File: src/rtl/mmio_uart_tx_pkg.sv
// mmio_uart_tx_pkg: register offsets, STATUS bit positions and TX FSM encoding.
// UART_TX_PARITY_EN widens the state encoding to add a PARITY state.
package mmio_uart_tx_pkg;
  localparam logic [2:0] UART_TXDATA_OFS = 3'd0;
  localparam logic [2:0] UART_STATUS_OFS = 3'd4;
  localparam int ST_FULL = 0;
  localparam int ST_BUSY = 1;
  localparam int ST_OVF = 2;
  localparam int ST_COUNT_LSB = 8;
`ifdef UART_TX_PARITY_EN
  typedef enum logic [2:0] {S_IDLE, S_START, S_DATA, S_PARITY, S_STOP} tx_state_e;
`else
  typedef enum logic [1:0] {S_IDLE, S_START, S_DATA, S_STOP} tx_state_e;
`endif
  function automatic logic [31:0] status_word(input logic [7:0] cnt, input logic ovf,
                                              input logic busy, input logic full);
    status_word = 32'b0;
    status_word[ST_COUNT_LSB +: 8] = cnt;
    status_word[ST_OVF] = ovf;
    status_word[ST_BUSY] = busy;
    status_word[ST_FULL] = full;
  endfunction
endpackage

File: src/rtl/mmio_uart_tx_fifo.sv
// uart_tx_fifo: synchronous FIFO with a combinational head; a push while full is
// accepted when a pop happens in the same cycle.
module uart_tx_fifo #(
  parameter int W = 8,
  parameter int DEPTH = 16
) (
  input  logic                     clk,
  input  logic                     rst_n,
  input  logic                     i_push,
  input  logic                     i_pop,
  input  logic [W-1:0]             i_din,
  output logic [W-1:0]             o_dout,
  output logic                     o_full,
  output logic                     o_empty,
  output logic [$clog2(DEPTH):0]   o_count
);
  localparam int AW = $clog2(DEPTH);
  logic [W-1:0] r_mem [DEPTH];
  logic [AW-1:0] r_wp, r_rp;
  logic [AW:0] r_count;
  logic w_push, w_pop;
  assign o_full = r_count == (AW+1)'(DEPTH);
  assign o_empty = r_count == '0;
  assign w_pop = i_pop & ~o_empty;
  assign w_push = i_push & (~o_full | w_pop);
  assign o_dout = r_mem[r_rp];
  assign o_count = r_count;
  always_ff @(posedge clk)
    if (w_push) r_mem[r_wp] <= i_din;
  always_ff @(posedge clk or negedge rst_n)
    if (!rst_n) begin
      r_wp <= '0;
      r_rp <= '0;
      r_count <= '0;
    end else begin
      r_wp <= r_wp + AW'(w_push);
      r_rp <= r_rp + AW'(w_pop);
      r_count <= r_count + (AW+1)'(w_push) - (AW+1)'(w_pop);
    end
endmodule

File: src/rtl/mmio_uart_tx.sv
// mmio_uart_tx: data-bus bridge carving an 8-byte UART TX window out of data RAM space.
// Build option UART_TX_PARITY_EN appends an even-parity bit to each frame.
module mmio_uart_tx import mmio_uart_tx_pkg::*; #(
  parameter logic [31:0] UART_BASE = 32'h0000_FF00,
  parameter int CLK_DIV = 868,
  parameter int FIFO_DEPTH = 16
) (
  input  logic        clk,
  input  logic        rst_n,
  input  logic [31:0] addr,
  input  logic [31:0] wdata,
  input  logic [3:0]  be,
  input  logic [31:0] ram_rdata,
  output logic [31:0] cpu_rdata,
  output logic [3:0]  ram_be,
  output logic        txd,
  output logic        tx_busy
);
  localparam int CW = $clog2(CLK_DIV);
  localparam int AW = $clog2(FIFO_DEPTH);
  localparam logic [CW-1:0] DIV_M1 = CW'(CLK_DIV - 1);
  tx_state_e r_state;
  logic [CW-1:0] r_cnt;
  logic [2:0] r_bit;
  logic [7:0] r_shift;
  logic r_txd, r_ovf;
`ifdef UART_TX_PARITY_EN
  logic r_par;
`endif
  logic w_hit, w_st, w_tx, w_wr_tx, w_wr_st, w_pop, w_full, w_empty, w_busy, w_unused;
  logic [7:0] w_dout;
  logic [AW:0] w_count;
  logic [31:0] w_status;
  assign w_hit = addr[31:3] == UART_BASE[31:3];
  assign w_st = addr[2] == UART_STATUS_OFS[2];
  assign w_tx = addr[2] == UART_TXDATA_OFS[2];
  // only the lowest byte lane carries TX data, so sw to +0 and sb to +3 both push
  assign w_wr_tx = w_hit & w_tx & be[0];
  assign w_wr_st = w_hit & w_st & |be;
  assign w_pop = (r_state == S_IDLE) & ~w_empty;
  assign w_busy = (r_state != S_IDLE) | ~w_empty;
  assign w_status = status_word(8'(w_count), r_ovf, w_busy, w_full);
  assign cpu_rdata = w_hit ? (w_st ? w_status : 32'b0) : ram_rdata;
  assign ram_be = w_hit ? 4'b0000 : be;
  assign txd = r_txd;
  assign tx_busy = r_state != S_IDLE;
  assign w_unused = ^{addr[1:0], wdata[31:8]};
  uart_tx_fifo #(.W(8), .DEPTH(FIFO_DEPTH)) u_fifo (
    .clk(clk), .rst_n(rst_n), .i_push(w_wr_tx), .i_pop(w_pop), .i_din(wdata[7:0]),
    .o_dout(w_dout), .o_full(w_full), .o_empty(w_empty), .o_count(w_count)
  );
  always_ff @(posedge clk or negedge rst_n)
    if (!rst_n) r_ovf <= 1'b0;
    else r_ovf <= (w_wr_tx & w_full & ~w_pop) | (r_ovf & ~w_wr_st);
  always_ff @(posedge clk or negedge rst_n)
    if (!rst_n) begin
      r_state <= S_IDLE;
      r_cnt <= '0;
      r_bit <= '0;
      r_shift <= '0;
      r_txd <= 1'b1;
`ifdef UART_TX_PARITY_EN
      r_par <= 1'b0;
`endif
    end else begin
      case (r_state)
        S_IDLE: if (!w_empty) begin
          r_state <= S_START;
          r_cnt <= DIV_M1;
          r_shift <= w_dout;
          r_txd <= 1'b0;
`ifdef UART_TX_PARITY_EN
          r_par <= ^w_dout;
`endif
        end
        S_START: if (r_cnt != '0) r_cnt <= r_cnt - 1'b1;
        else begin
          r_state <= S_DATA;
          r_cnt <= DIV_M1;
          r_bit <= '0;
          r_txd <= r_shift[0];
        end
        S_DATA: if (r_cnt != '0) r_cnt <= r_cnt - 1'b1;
        else begin
          r_cnt <= DIV_M1;
          r_shift <= r_shift >> 1;
          r_bit <= r_bit + 1'b1;
          if (r_bit == 3'd7) begin
`ifdef UART_TX_PARITY_EN
            r_state <= S_PARITY;
            r_txd <= r_par;
`else
            r_state <= S_STOP;
            r_txd <= 1'b1;
`endif
          end else r_txd <= r_shift[1];
        end
`ifdef UART_TX_PARITY_EN
        S_PARITY: if (r_cnt != '0) r_cnt <= r_cnt - 1'b1;
        else begin
          r_state <= S_STOP;
          r_cnt <= DIV_M1;
          r_txd <= 1'b1;
        end
`endif
        S_STOP: if (r_cnt != '0) r_cnt <= r_cnt - 1'b1;
        else r_state <= S_IDLE;
        default: r_state <= S_IDLE;
      endcase
    end
endmodule

File: config.mk
export PLATFORM = sky130hd
export DESIGN_NAME = mmio_uart_tx
export DESIGN_NICKNAME = d
export VERILOG_FILES = /design/src/rtl/mmio_uart_tx_pkg.sv /design/src/rtl/mmio_uart_tx_fifo.sv /design/src/rtl/mmio_uart_tx.sv
export SDC_FILE = /design/constraint.sdc
export NUM_CORES = 1
export LEC_CHECK = 0
export ABC_AREA = 1
export BUFFER_PORTS_ARGS = -buffer_cell sky130_fd_sc_hd__buf_2
export CAP_MARGIN = 20
export CORE_MARGIN = 3
export CORE_UTILIZATION = 38
export DETAILED_ROUTE_END_ITERATION = 7
export HOLD_SLACK_MARGIN = 0.08
export PLACE_DENSITY = 0.69
export SLEW_MARGIN = 20
export SYNTH_ARGS = -nofsm -noshare
export SYNTH_HDL_FRONTEND = slang
export SYNTH_SLANG_ARGS = --single-unit
File: constraint.sdc
create_clock -name clk -period 2.15 [get_ports clk]
set_input_delay 0.3225 -clock clk [delete_from_list [all_inputs] [get_ports clk]]
set_output_delay 0.3225 -clock clk [all_outputs]
set_load 0.1 [all_outputs]
==> results of run 1 <==
[final cells by class]
type	instances	area [sq um]
multi-input cells	553	2813
repair buffers	174	1205
inverters	79	304.0
well taps	270	337.8
clock inverters	14	177.7
clock buffers	17	425.4
flip-flops and latches	166	4797
fillers	1813	10240
[worst max-delay path, stage by stage, from the launching register on]
cell     delay [ns]
dfrtp_1        0.40
inv_2          0.09
ha_4           0.14
nand2_4        0.05
nor2_4         0.09
nand2_2        0.06
nand2_2        0.07
inv_2          0.05
ha_4           0.26
inv_2          0.03
ha_4           0.15
fa_2           0.34
a21oi_2        0.13
nor2_1         0.05
nor2_1         0.12
xor2_1         0.16
[sequential cells by signal, indices dropped and copies added (netlist names)]
| register | cells |
|---|---|
| u_fifo.r_mem | 128 |
| r_state | 2 |
| r_bit | 3 |
| r_shift | 8 |
| txd | 1 |
| r_ovf | 1 |
| r_cnt | 10 |
| u_fifo.o_count | 5 |
| u_fifo.r_rp | 4 |
| u_fifo.r_wp | 4 |
[repair_timing]
item	4_1_cts	5_1_grt
setup endpoints to repair	16	130
endpoints found under the hold margin	21	0
buffers inserted	7	7
cloned	0	1
hold buffers	1	0
pin swaps	12	14
resized for setup	16	15
[routing by layer]
metal  global-route usage [%]  up-vias
met5                        0        -
met4                    8.509        0
met3                    2.544       39
met2                    28.56      204
met1                    20.66     2830
li1                         -     3061
[kinds of logic (layout without fill, tap and decap cells)]
group           Yosys count  in the layout  synth area share [%]
compound gates           85             85                 5.595
buf+inv                 106            284                 5.579
simple gates            437            437                 23.43
flops                   166            166                 60.93
fa+ha+maj                19             19                 3.116
mux                       1              1                0.1272
xor+xnor                 11             11                 1.224
[cells in the final DEF, fill, tap and decap left out, types with 3 or more instances in the layout]
| cell | netlist | final |
|---|---|---|
| nor2_2 | 3 | 3 |
| inv_8 | 0 | 5 |
| nand3_1 | 61 | 61 |
| clkbuf_16 | 0 | 18 |
| nor3_1 | 17 | 13 |
| nor3_2 | 0 | 3 |
| ha_4 | 0 | 4 |
| edfxtp_1 | 128 | 128 |
| buf_2 | 15 | 105 |
| nand2_2 | 4 | 6 |
| buf_4 | 2 | 55 |
| inv_2 | 8 | 12 |
| inv_6 | 0 | 7 |
| o21ai_0 | 37 | 30 |
| buf_12 | 0 | 11 |
| o21ai_2 | 2 | 7 |
| ha_1 | 18 | 14 |
| nor2_4 | 3 | 6 |
| o21ai_1 | 13 | 13 |
| dfrtp_1 | 37 | 36 |
| nand2_1 | 189 | 186 |
| xor2_1 | 11 | 11 |
| nor2_1 | 148 | 145 |
| a21oi_1 | 30 | 29 |
| inv_1 | 69 | 63 |
[power groups by stage]
stage	clock (mW)	sequential, mW	combinational, mW
after floorplan	0	3.53	0.308
after global placement	0	3.53	0.498
after detailed placement	0	3.53	0.503
after CTS	3.15	3.46	0.505
after global routing	3.27	3.45	0.531
final	3.11	3.46	0.501
[final timing paths]
kind                       depth (start not counted)  slack [ns]                 to         startpoint
setup / recovery                                  15       -0.12  u_fifo.o_count[4]  u_fifo.o_count[2]
max in group asynchronous                          3        1.12         r_shift[3]              rst_n
hold / removal                                     4        0.25              r_ovf              be[3]
hold reg to reg                                    2        0.46                txd                txd
min in group asynchronous                          2        0.41           r_cnt[6]              rst_n
setup reg to reg                                  15       -0.12  u_fifo.o_count[4]  u_fifo.o_count[2]
[metrics by stage]
stage | cell area (sq um) | hold WS, ns
floorplan | 7921 | 0.02691
global placement | 9189 | 0.3251
detailed placement | 9189 | 0.3313
CTS | 9916 | 0.2424
global route | 10060 | 0.2936
finish | 10060 | 0.2502
==> results.md, run 1 <==
* Synth warn at 0
* Register area share after synthesis at about three fifths
* Failing checks: setup timing
* Wire length per cell at 14.67 microns
* Minimum clock period at between 2 and 2.5 ns
* Final Hold Vio Count at 0
* Crit path capture type: flop
* Nets@finish at approximately 1100
* Clk pwr share at 44.0%
* Yosys cell types at 37
* Final Cycle Share at 105.4%
* Via count at between 6000 and 7000
* DRT Pass-1 Iters at 5
* Leakage at between 4 and 5 nW
* Reg clk slew, reported paths at 0.07 ns
* CP startpoint kind: flop
* Max-cap check violation count at 0
* # DRC at 0
* Met1 wire length at 7.581 mm
* 1st-iter DRT viols at around 350
* CTS max path bufs at 2
* Die H at 149.9 microns
* Internal power at 5.346 mW
* Count leader, synth: nand2_1
* Vias/cell at 4.819
* Synthesized cell area at 7871 sq um
* Detail Route Antenna Nets at 0
* Clock Skews at 0.009125 ns
* Util after Layout at 49.56%
* Starting density of the core at 38.78%
* Max FO, Critical Path at 2
* Post-Syn Nets at around 950
* Combinational share of power at 7.1%
* DR WL met3 at 964 microns
* Max Slew Vio Count at 0
* FMAX at 441.3 MHz
* GRT Resource Usage Total at 16.75%
* Critical path class: reg -> reg
* Gpl congestion at 0.8597
* Seq cells post-synth at 166
* Synth Area per Inst at 9.541 sq um
* Slew headroom at 63.82%
* Dpl ws at -0.2573 ns
* Overall Power at 7.065 mW
* Post-synth EDFFs at 128
* Slew @ Worst Pin at 0.5428 ns
* CTS tree: built
* First-pass GRT wire length at 29.19 mm
* P&R area growth vs syn at 27.80%
* Die W at around 150 microns
* Worst VDD drop at 0.6043 mV
* Die area at between 20000 and 25000 sq um
* Asr flop ratio synth at 22.89%
* TNS Setup at -0.2007 ns
* Synth top area share at 48.83%
* Outcome: finished, violations left
* Part of the power in registers at 48.9%
* # clock sinks at 166
* Congestion Overflow GR at 0
* Core Box Area at just over 20000 sq um
* Primary FF master, synth: edfxtp_1
* Worst Hold Class: in -> reg
* RSZ-0062 raised after global routing: yes
* # diodes at 0
* IO buf count at approximately 110
* Routed wl met2 at about 9.5 mm
* Sw Ratio at 24.34%
* Largest area contributor in the netlist: edfxtp_1
* Placed instance count at 1229
* Cell Pwr Density at 702.4 nW/um^2
* Final WL at 18.67 mm
* DP HPWL at ~13 mm
* I/O Pins at 140
* Worst EP arrival at 2.61 ns
* Rows at 52
* Largest cells by area after synthesis: edfxtp_1 49%, dfrtp_1 12%, nand2_1 9.0%
* Gate Count Post-Synth at 825
* Htree depth at 4
* Top cells by count, synth: 189 x nand2_1, 148 x nor2_1, 128 x edfxtp_1, 69 x inv_1, 61 x nand3_1
* CTS buffer count at 17
* CP required at 2.50 ns
* Final setup violation count at 2
* Top Metal Used: met4
* Largest net degree at the start of global routing at 41
* Non-Filler Instances at around 1300
* Share of post-route cells with drive strength above 1 at 26.02%
* Net Sw Power at 1.720 mW
* Worst Setup Slack, final at -0.1159 ns
* CTS root buffer: clkbuf_16
* Number of global-route vias before repair at 5835
* Initial antenna violation count at 0
* Clock Latency Late Sink at 0.43 ns
Power figures use the tool's default switching activity.
==> inputs of run 2 (changes only) <==
--- a/config.mk
+++ b/config.mk
@@ -9,10 +9,11 @@
 export BUFFER_PORTS_ARGS = -buffer_cell sky130_fd_sc_hd__buf_2
 export CAP_MARGIN = 20
 export CORE_MARGIN = 3
-export CORE_UTILIZATION = 38
+export CORE_UTILIZATION = 56
 export DETAILED_ROUTE_END_ITERATION = 7
+export GPL_TIMING_DRIVEN = 0
 export HOLD_SLACK_MARGIN = 0.08
-export PLACE_DENSITY = 0.69
+export PLACE_DENSITY = 0.89
 export SLEW_MARGIN = 20
 export SYNTH_ARGS = -nofsm -noshare
 export SYNTH_HDL_FRONTEND = slang
==> constraint.sdc (replaced) <==
create_clock -name clk -period 2.2 [get_ports clk]
set_input_delay 0.33 -clock clk [delete_from_list [all_inputs] [get_ports clk]]
set_output_delay 0.33 -clock clk [all_outputs]
set_load 0.1 [all_outputs]
==> results.md, run 2 (synthesis results as in run 1) <==
* Outcome: finished, violations left (unchanged)
* Failing checks: setup timing (unchanged)
* Leakage at 4.479 nW (was 4.446 nW)
* Core Box Area at 13510 sq um (was 20300 sq um)
* Detail Route Antenna Nets at 0 (unchanged)
* Max reg flops at 128 (unchanged)
* Worst stage delay on the critical path at 0.40 ns (about the same)
* FF-to-FF path depth at 15 (unchanged)
* DP HPWL at 13.41 mm (was 12.51 mm)
* Max Slew Vio Count at 0 (unchanged)
* Sw Ratio at 25.08% (was 24.34%)
* Max-cap check violation count at 0 (unchanged)
* Cell Pwr Density at 685.0 nW/um^2 (was 702.4 nW/um^2)
* Wire length per cell at 22.00 microns (was 14.67 microns)
* Part of the power in registers at 49.0% (was 48.9%)
* # DRC at 0 (unchanged)
* WHS at 0.2904 ns (was 0.2502 ns)
* Nets@finish at 1115 (was 1112)
* First-pass GRT wire length at 37.66 mm (was 29.19 mm)
* CTS buffer count at 17 (unchanged)
* Worst EP arrival at 2.94 ns (was 2.61 ns)
* Combinational share of power at 7.1% (about the same)
* Vias/cell at 6.263 (was 4.819)
* Htree depth at 4 (unchanged)
* Rows at 42 (was 52)
* Die area at 15510 sq um (was 22480 sq um)
* CP max stage cell: dfrtp_1 (unchanged)
* # fillers at 734 (was 1813)
* Die W at 124.6 microns (was 149.9 microns)
* FMAX at 387.6 MHz (was 441.3 MHz)
* Non-Filler Instances at 1183 (was 1273)
* Slew @ Worst Pin at 0.8892 ns (was 0.5428 ns)
* Routed wl met2 at 11.93 mm (was 9.489 mm)
* Met1 wire length at 8.611 mm (was 7.581 mm)
* Crit path to: u_fifo.o_count[4] (unchanged)
* Critical path launch point: u_fifo.o_count[3] (was u_fifo.o_count[2])
* Final Cycle Share at 117.3% (was 105.4%)
* Internal power at 5.166 mW (was 5.346 mW)
* Initial antenna violation count at 0 (unchanged)
* Worst Hold Class: in -> reg (unchanged)
* RSZ-0062 raised after global routing: yes (unchanged)
* Placed instance count at 1116 (was 1229)
* Via count at 7409 (was 6134)
* Max FO, Critical Path at 2 (unchanged)
* Reg clk slew, reported paths at 0.06 ns (was 0.07 ns)
* Share of post-route cells with drive strength above 1 at 26.71% (was 26.02%)
* CTS max path bufs at 2 (unchanged)
* Most frequent cells in the layout: 185 x nand2_1, 145 x nor2_1, 128 x edfxtp_1 (was 186 x nand2_1, 145 x nor2_1, 128 x edfxtp_1)
* I/O Pins at 140 (unchanged)
* CP top delay family: adder cells (unchanged)
* Final setup violation count at 10 (was 2)
* Top reg by flops: u_fifo.r_mem (unchanged)
* Die H at 124.6 microns (was 149.9 microns)
* Starting density of the core at 58.28% (was 38.78%)
* P&R area growth vs syn at 27.88% (was 27.80%)
* Number of global-route vias before repair at 7098 (was 5835)
* DR WL met3 at 3.588 mm (was 964 microns)
* Area of the multi-input gates at 2984 sq um (was 2813 sq um)
* Congestion Overflow GR at 0 (unchanged)
* Clock Skews at 0.01564 ns (was 0.009125 ns)
* Slew headroom at 40.72% (was 63.82%)
* Minimum clock period at 2.580 ns (was 2.266 ns)
* # diodes at 0 (unchanged)
* # clock sinks at 166 (unchanged)
* Top flop regs: u_fifo.r_mem x128, r_cnt x10, r_shift x8 (unchanged)
* R2r setup slk at -0.38 ns (was -0.12 ns)
* CTS root buffer: clkbuf_16 (unchanged)
* Gpl congestion at 0.8653 (was 0.8597)
* Worst Setup Slack, final at -0.3797 ns (was -0.1159 ns)
* Buf/Inv on CP at 3 (unchanged)
* CTS tree: built (unchanged)
* Commonest non-fill, non-tap cell in the layout: nand2_1 (unchanged)
* DRT Pass-1 Iters at 8 (was 5)
* GRT Resource Usage Total at 31.02% (was 16.75%)
* Top Metal Used: met4 (unchanged)
* Crit path capture type: flop (unchanged)
* Crit. path cell count at 15 (unchanged)
* Dpl ws at -0.7021 ns (was -0.2573 ns)
* Reg area at 4796 sq um (was 4797 sq um)
* Worst VDD drop at 0.5394 mV (was 0.6043 mV)
* Final WL at 26.03 mm (was 18.67 mm)
* Critical path class: reg -> reg (unchanged)
* 1st-iter DRT viols at 1415 (was 349)
* Net Sw Power at 1.729 mW (was 1.720 mW)
* Final Hold Vio Count at 0 (unchanged)
* Clk pwr share at 43.9% (was 44.0%)
* CP startpoint kind: flop (unchanged)
* CP required at 2.56 ns (was 2.50 ns)
* Largest net degree at the start of global routing at 39 (was 41)
* Reg2Reg Capture Point: u_fifo.o_count[4] (unchanged)
* Worst Hold Launch: be[3] (unchanged)
* Clock Latency Late Sink at 0.45 ns (was 0.43 ns)
* Crit Reg-Reg Startpoint: u_fifo.o_count[3] (was u_fifo.o_count[2])
* IO buf count at 113 (unchanged)
* CP cell instances: inv_2 > ha_4 > nand2_4 > nor2_4 > nand2_2 > nand2_2 > inv_2 > ha_4 > inv_2 > ha_4 > fa_2 > a21oi_2 > nor2_1 > nor2_1 > xor2_1 (unchanged)
-- run 2: cell types whose count changed in the layout (fill, tap and decap cells not counted), sizes merged --
cell,change
buf,-4
clkbuf,+8
clkdlybuf4s15,+1
clkinv,+3
clkinvlp,+2
inv,-6
-- run 2: worst min path at each step --
stage                to  slack, ns  cells after the start
2_1_floorplan  r_bit[0]       0.03                      0
3_3_place_gp        txd       0.46                      2
3_5_place_dp        txd       0.46                      2
4_1_cts           r_ovf       0.23                      4
5_1_grt           r_ovf       0.30                      4
6_report          r_ovf       0.29                      4
-- run 2: worst reg2reg max path: stages (launching register included) --
cell and delay [ns]:
dfrtp_1 0.40, inv_2 0.11, ha_4 0.15, nand2_4 0.05
nor2_4 0.10, nand2_2 0.07, nand2_2 0.10, inv_2 0.07
ha_4 0.28, inv_2 0.06, ha_4 0.17, fa_2 0.36
a21oi_2 0.14, nor2_1 0.06, nor2_1 0.20, xor2_1 0.19
-- run 2: per-layer routing --
metal | vias up | GRT usage [%]
met5 | - | 0
met3 | 225 | 8.576
li1 | 3069 | -
met2 | 781 | 49.30
met4 | 0 | 17.34
met1 | 3334 | 38.45
-- run 2: layout make-up --
type / count / share of cell area, %
inverter: 79 / 3.008
clock buffer: 19 / 4.301
buffer: 27 / 1.516
timing repair buffer: 150 / 10.23
multi-input combinational: 553 / 29.65
tap: 176 / 2.188
clock inverter: 13 / 1.467
sequential: 166 / 47.64
-- run 2: what timing repair did --
action	CTS	global route
endpoints found under the hold margin	37	0
endpoints found under the setup margin	140	106
gates cloned	0	0
pin swaps	18	17
resized for setup	59	13
buffers inserted	25	9
hold buffers	1	0
-- run 2: power groups by stage --
stage                     Clock (mW)  Sequential [mW]  Combinational (mW)
after global placement             0             3.45               0.449
after CTS                       2.98             3.38               0.467
after detailed placement           0             3.45               0.456
final                           3.03             3.38               0.488
after floorplan                    0             3.45               0.301
after global routing            3.14             3.38               0.505
-- run 2: stage by stage --
step                cell area, sq um  power [mW]  util [%]  TNS, ns
global route                   10070       7.025     74.53   -7.044
finish                         10070       6.895     74.53  -0.5631
detailed placement              8732       3.901     64.66   -67.95
floorplan                       7921       3.747         -   -6.654
CTS                             9886       6.824     73.20  -0.1692
global placement                8707       3.894     64.47   -65.18
==> inputs of run 3 (changes only) <==
--- a/config.mk
+++ b/config.mk
@@ -5,15 +5,14 @@
 export SDC_FILE = /design/constraint.sdc
 export NUM_CORES = 1
 export LEC_CHECK = 0
-export ABC_AREA = 1
 export BUFFER_PORTS_ARGS = -buffer_cell sky130_fd_sc_hd__buf_2
 export CAP_MARGIN = 20
 export CORE_MARGIN = 3
-export CORE_UTILIZATION = 56
+export CORE_UTILIZATION = 40
 export DETAILED_ROUTE_END_ITERATION = 7
 export GPL_TIMING_DRIVEN = 0
 export HOLD_SLACK_MARGIN = 0.08
-export PLACE_DENSITY = 0.89
+export PLACE_DENSITY = 0.7
 export SLEW_MARGIN = 20
 export SYNTH_ARGS = -nofsm -noshare
 export SYNTH_HDL_FRONTEND = slang
==> constraint.sdc (replaced) <==
create_clock -name clk -period 2.8 [get_ports clk]
set_input_delay 0.42 -clock clk [delete_from_list [all_inputs] [get_ports clk]]
set_output_delay 0.42 -clock clk [all_outputs]
set_load 0.1 [all_outputs]
==> results.md, run 3 <==
* RSZ-0062 raised after global routing: yes (unchanged)
* Primary FF master, synth: edfxtp_1 (unchanged)
* P&R area growth vs syn at 22.98% (was 27.88%)
* # DRC at 0 (unchanged)
* Asr flop ratio synth at 22.89% (unchanged)
* Final Cycle Share at 96.34% (was 117.3%)
* Largest net degree at the start of global routing at 39 (unchanged)
* Util after Layout at 50.35% (was 74.53%)
* Commonest non-fill, non-tap cell in the layout: edfxtp_1 (was nand2_1)
* Max-cap check violation count at 0 (unchanged)
* WHS at 0.08422 ns (was 0.2904 ns)
* CTS max path bufs at 2 (unchanged)
* Gpl congestion at 0.8286 (was 0.8653)
* DP HPWL at 12.04 mm (was 13.41 mm)
* Share of post-route cells with drive strength above 1 at 35.14% (was 26.71%)
* Yosys cell types at 52 (was 37)
* Final setup violation count at 0 (was 10)
* Number of global-route vias before repair at 4789 (was 7098)
* Post-synth EDFFs at 128 (unchanged)
* Net Sw Power at 1.342 mW (was 1.729 mW)
* Synthesized cell area at 7405 sq um (was 7871 sq um)
* Fin area at 9106 sq um (was 10070 sq um)
* Met2 GRT Util at 31.55% (was 49.30%)
* Vias/cell at 5.495 (was 6.263)
* Final WL at 17.49 mm (was 26.03 mm)
* Count leader, synth: edfxtp_1 (was nand2_1)
* Clock Latency Late Sink at 0.43 ns (was 0.45 ns)
* Top reg by flops: u_fifo.r_mem (unchanged)
* FMAX at 370.7 MHz (was 387.6 MHz)
* Synth top area share at 51.91% (was 48.83%)
* CP startpoint kind: flop (unchanged)
* Slew @ Worst Pin at 0.9363 ns (was 0.8892 ns)
* Part of the power in registers at 48.9% (was 49.0%)
* Die H at 142.1 microns (was 124.6 microns)
* Combinational share of power at 6.5% (was 7.1%)
* Gate Count Post-Synth at 496 (was 825)
* Rows at 49 (was 42)
* First-pass GRT wire length at 26.60 mm (was 37.66 mm)
* Largest cells by area after synthesis: edfxtp_1 52%, dfrtp_1 13%, mux4_2 9.7% (was edfxtp_1 49%, dfrtp_1 12%, nand2_1 9.0%)
* # fillers at 1477 (was 734)
* CTS tree: built (unchanged)
* Overall Power at 5.423 mW (was 6.895 mW)
* # diodes at 0 (unchanged)
* Outcome: complete, no violations (was finished, violations left)
* Top cells by count, synth: 128 x edfxtp_1, 37 x dfrtp_1, 35 x a21oi_1, 32 x mux4_2, 31 x nor2b_1 (was 189 x nand2_1, 148 x nor2_1, 128 x edfxtp_1, 69 x inv_1, 61 x nand3_1)
* Die W at 142.1 microns (was 124.6 microns)
* Leakage at 3.454 nW (was 4.479 nW)
* Detail Route Antenna Nets at 0 (unchanged)
* Congestion Overflow GR at 0 (unchanged)
* Worst Hold Class: in -> async (was in -> reg)
* Via count at 4808 (was 7409)
* IO buf count at 112 (was 113)
* GRT Resource Usage Total at 17.57% (was 31.02%)
* Max reg flops at 128 (unchanged)
* M3 GR Usage at 3.696% (was 8.576%)
* Starting density of the core at 40.94% (was 58.28%)
* Max FO, Critical Path at 3 (was 2)
* Most frequent cells in the layout: 128 x edfxtp_1, 113 x buf_2, 37 x dfrtp_1 (was 185 x nand2_1, 145 x nor2_1, 128 x edfxtp_1)
* # clock sinks at 166 (unchanged)
* I/O Pins at 140 (unchanged)
* CTS buffer count at 17 (unchanged)
* Register area share after synthesis at 64.77% (was 60.93%)
* Post-Syn Nets at 617 (was 946)
* Sw Ratio at 24.74% (was 25.08%)
* Cell Pwr Density at 595.5 nW/um^2 (was 685.0 nW/um^2)
* 1st-iter DRT viols at 366 (was 1415)
* Slew headroom at 37.58% (was 40.72%)
* Htree depth at 4 (unchanged)
* GR peak layer: met2 (unchanged)
* Placed cell areas at 8366 sq um (was 8732 sq um)
* Internal power at 4.081 mW (was 5.166 mW)
* Max Slew Vio Count at 0 (unchanged)
* Wire length per cell at 19.99 microns (was 22.00 microns)
* DRT Pass-1 Iters at 5 (was 8)
* Clock Skews at 0.006939 ns (was 0.01564 ns)
* Nets@finish at 754 (was 1115)
* Synth Area per Inst at 14.93 sq um (was 9.541 sq um)
* Largest area contributor in the netlist: edfxtp_1 (unchanged)
* Placed instance count at 842 (was 1116)
* Hold buffer count at CTS at 0 (was 1)
* CTS root buffer: clkbuf_16 (unchanged)
* Worst VDD drop at 0.4916 mV (was 0.5394 mV)
* Final Hold Vio Count at 0 (unchanged)
* Critical path class: reg -> reg (unchanged)
* Crit path capture type: flop (unchanged)
* Top flop regs: u_fifo.r_mem x128, r_cnt x10, r_shift x8 (unchanged)
* Reg clk slew, reported paths at 0.07 ns (was 0.06 ns)
* Worst EP arrival at 3.06 ns (was 2.94 ns)
* CP required at 3.16 ns (was 2.56 ns)
* Die area at 20180 sq um (was 15510 sq um)
* Non-Filler Instances at 875 (was 1183)
* Seq cells post-synth at 166 (unchanged)
* Initial antenna violation count at 1 (was 0)
* Synth warn at 0 (unchanged)
* Clk pwr share at 44.5% (was 43.9%)
* Global Route met1 Usage at 20.76% (was 38.45%)
* Core Box Area at 18090 sq um (was 13510 sq um)
* Minimum clock period at 2.697 ns (was 2.580 ns)
run 3: cell count changes after synthesis, moves of 8 or more:
cell,before,now
nor2_1,148,18
nand3_1,61,10
o21ai_0,37,23
mux4_2,0,32
o21ai_1,13,1
inv_2,8,0
nor3_1,17,9
inv_1,69,23
nor2b_1,0,31
a22oi_1,0,14
nand2_1,189,11
run 3: power by group through the flow:
stage                     sequential (mW)  combinational, mW  clock [mW]
after floorplan                      2.71              0.229           0
after global placement               2.71              0.344           0
after detailed placement             2.71              0.349           0
after CTS                            2.65              0.353        2.44
after global routing                 2.65              0.371        2.54
final                                2.65              0.354        2.41
run 3: logic make-up (layout without fill, tap and decap cells):
family	after synthesis	count (layout)	share of synthesized area [%]
compound gates	95	95	7.756
xor+xnor	8	8	0.9462
fa+ha+maj	19	19	3.312
buf+inv	51	201	3.058
flops	166	166	64.77
mux	33	33	9.885
simple gates	124	124	10.27
run 3: worst paths after layout:
check	cells after the start	start	end	slack, ns
setup / recovery	13	u_fifo.o_count[3]	u_fifo.o_count[4]	0.10
hold / removal	1	rst_n	r_cnt[8]	0.08
setup reg to reg	13	u_fifo.o_count[3]	u_fifo.o_count[4]	0.10
hold reg to reg	1	r_bit[1]	r_bit[1]	0.51
max in group asynchronous	1	rst_n	u_fifo.r_wp[1]	2.16
min in group clk	3	be[2]	r_ovf	0.31
run 3: routing by layer:
layer | share of wire (%) | vias to the layer above | wire length, microns
met3 | 5.6 | 25 | 977
met1 | 40 | 2385 | 6941
li1 | - | 2198 | -
met5 | 0 | - | 0
met2 | 53 | 200 | 9192
met4 | 2.2 | 0 | 381
run 3: cell type report:
cell class / instances / area, sq um / share of cell area, %
Sequential cell: 166 / 4796 / 52.67
Inverter: 23 / 86.33 / 0.9481
Buffer: 28 / 150.1 / 1.649
Timing Repair Buffer: 118 / 639.4 / 7.021
Clock buffer: 17 / 425.4 / 4.672
Tap cell: 229 / 286.5 / 3.146
Clock inverter: 15 / 181.4 / 1.992
Multi-Input combinational cell: 279 / 2541 / 27.91
run 3: what timing repair did:
action,4_1_cts,5_1_grt
setup endpoints to repair,56,34
setup buffers,1,0
gates resized for setup,16,13
run 3: critical path: stages (launching register included):
cell and delay, ns:
dfrtp_1 0.41, inv_1 0.09, ha_1 0.15, or3b_2 0.47, nor2_1 0.10, nor2_1 0.08, ha_1 0.28, inv_1 0.04
ha_1 0.20, fa_2 0.37, a21oi_2 0.14, nor2_1 0.05, nor2_1 0.11, xnor2_1 0.12
run 3: per-stage QoR:
step / TNS [ns] / worst slack (ns)
CTS: 0 / 0.01005
global placement: -63.77 / -0.9632
floorplan: -16.39 / -0.3178
detailed placement: -23.33 / -0.4544
finish: 0 / 0.1026
global route: -0.04292 / -0.04292
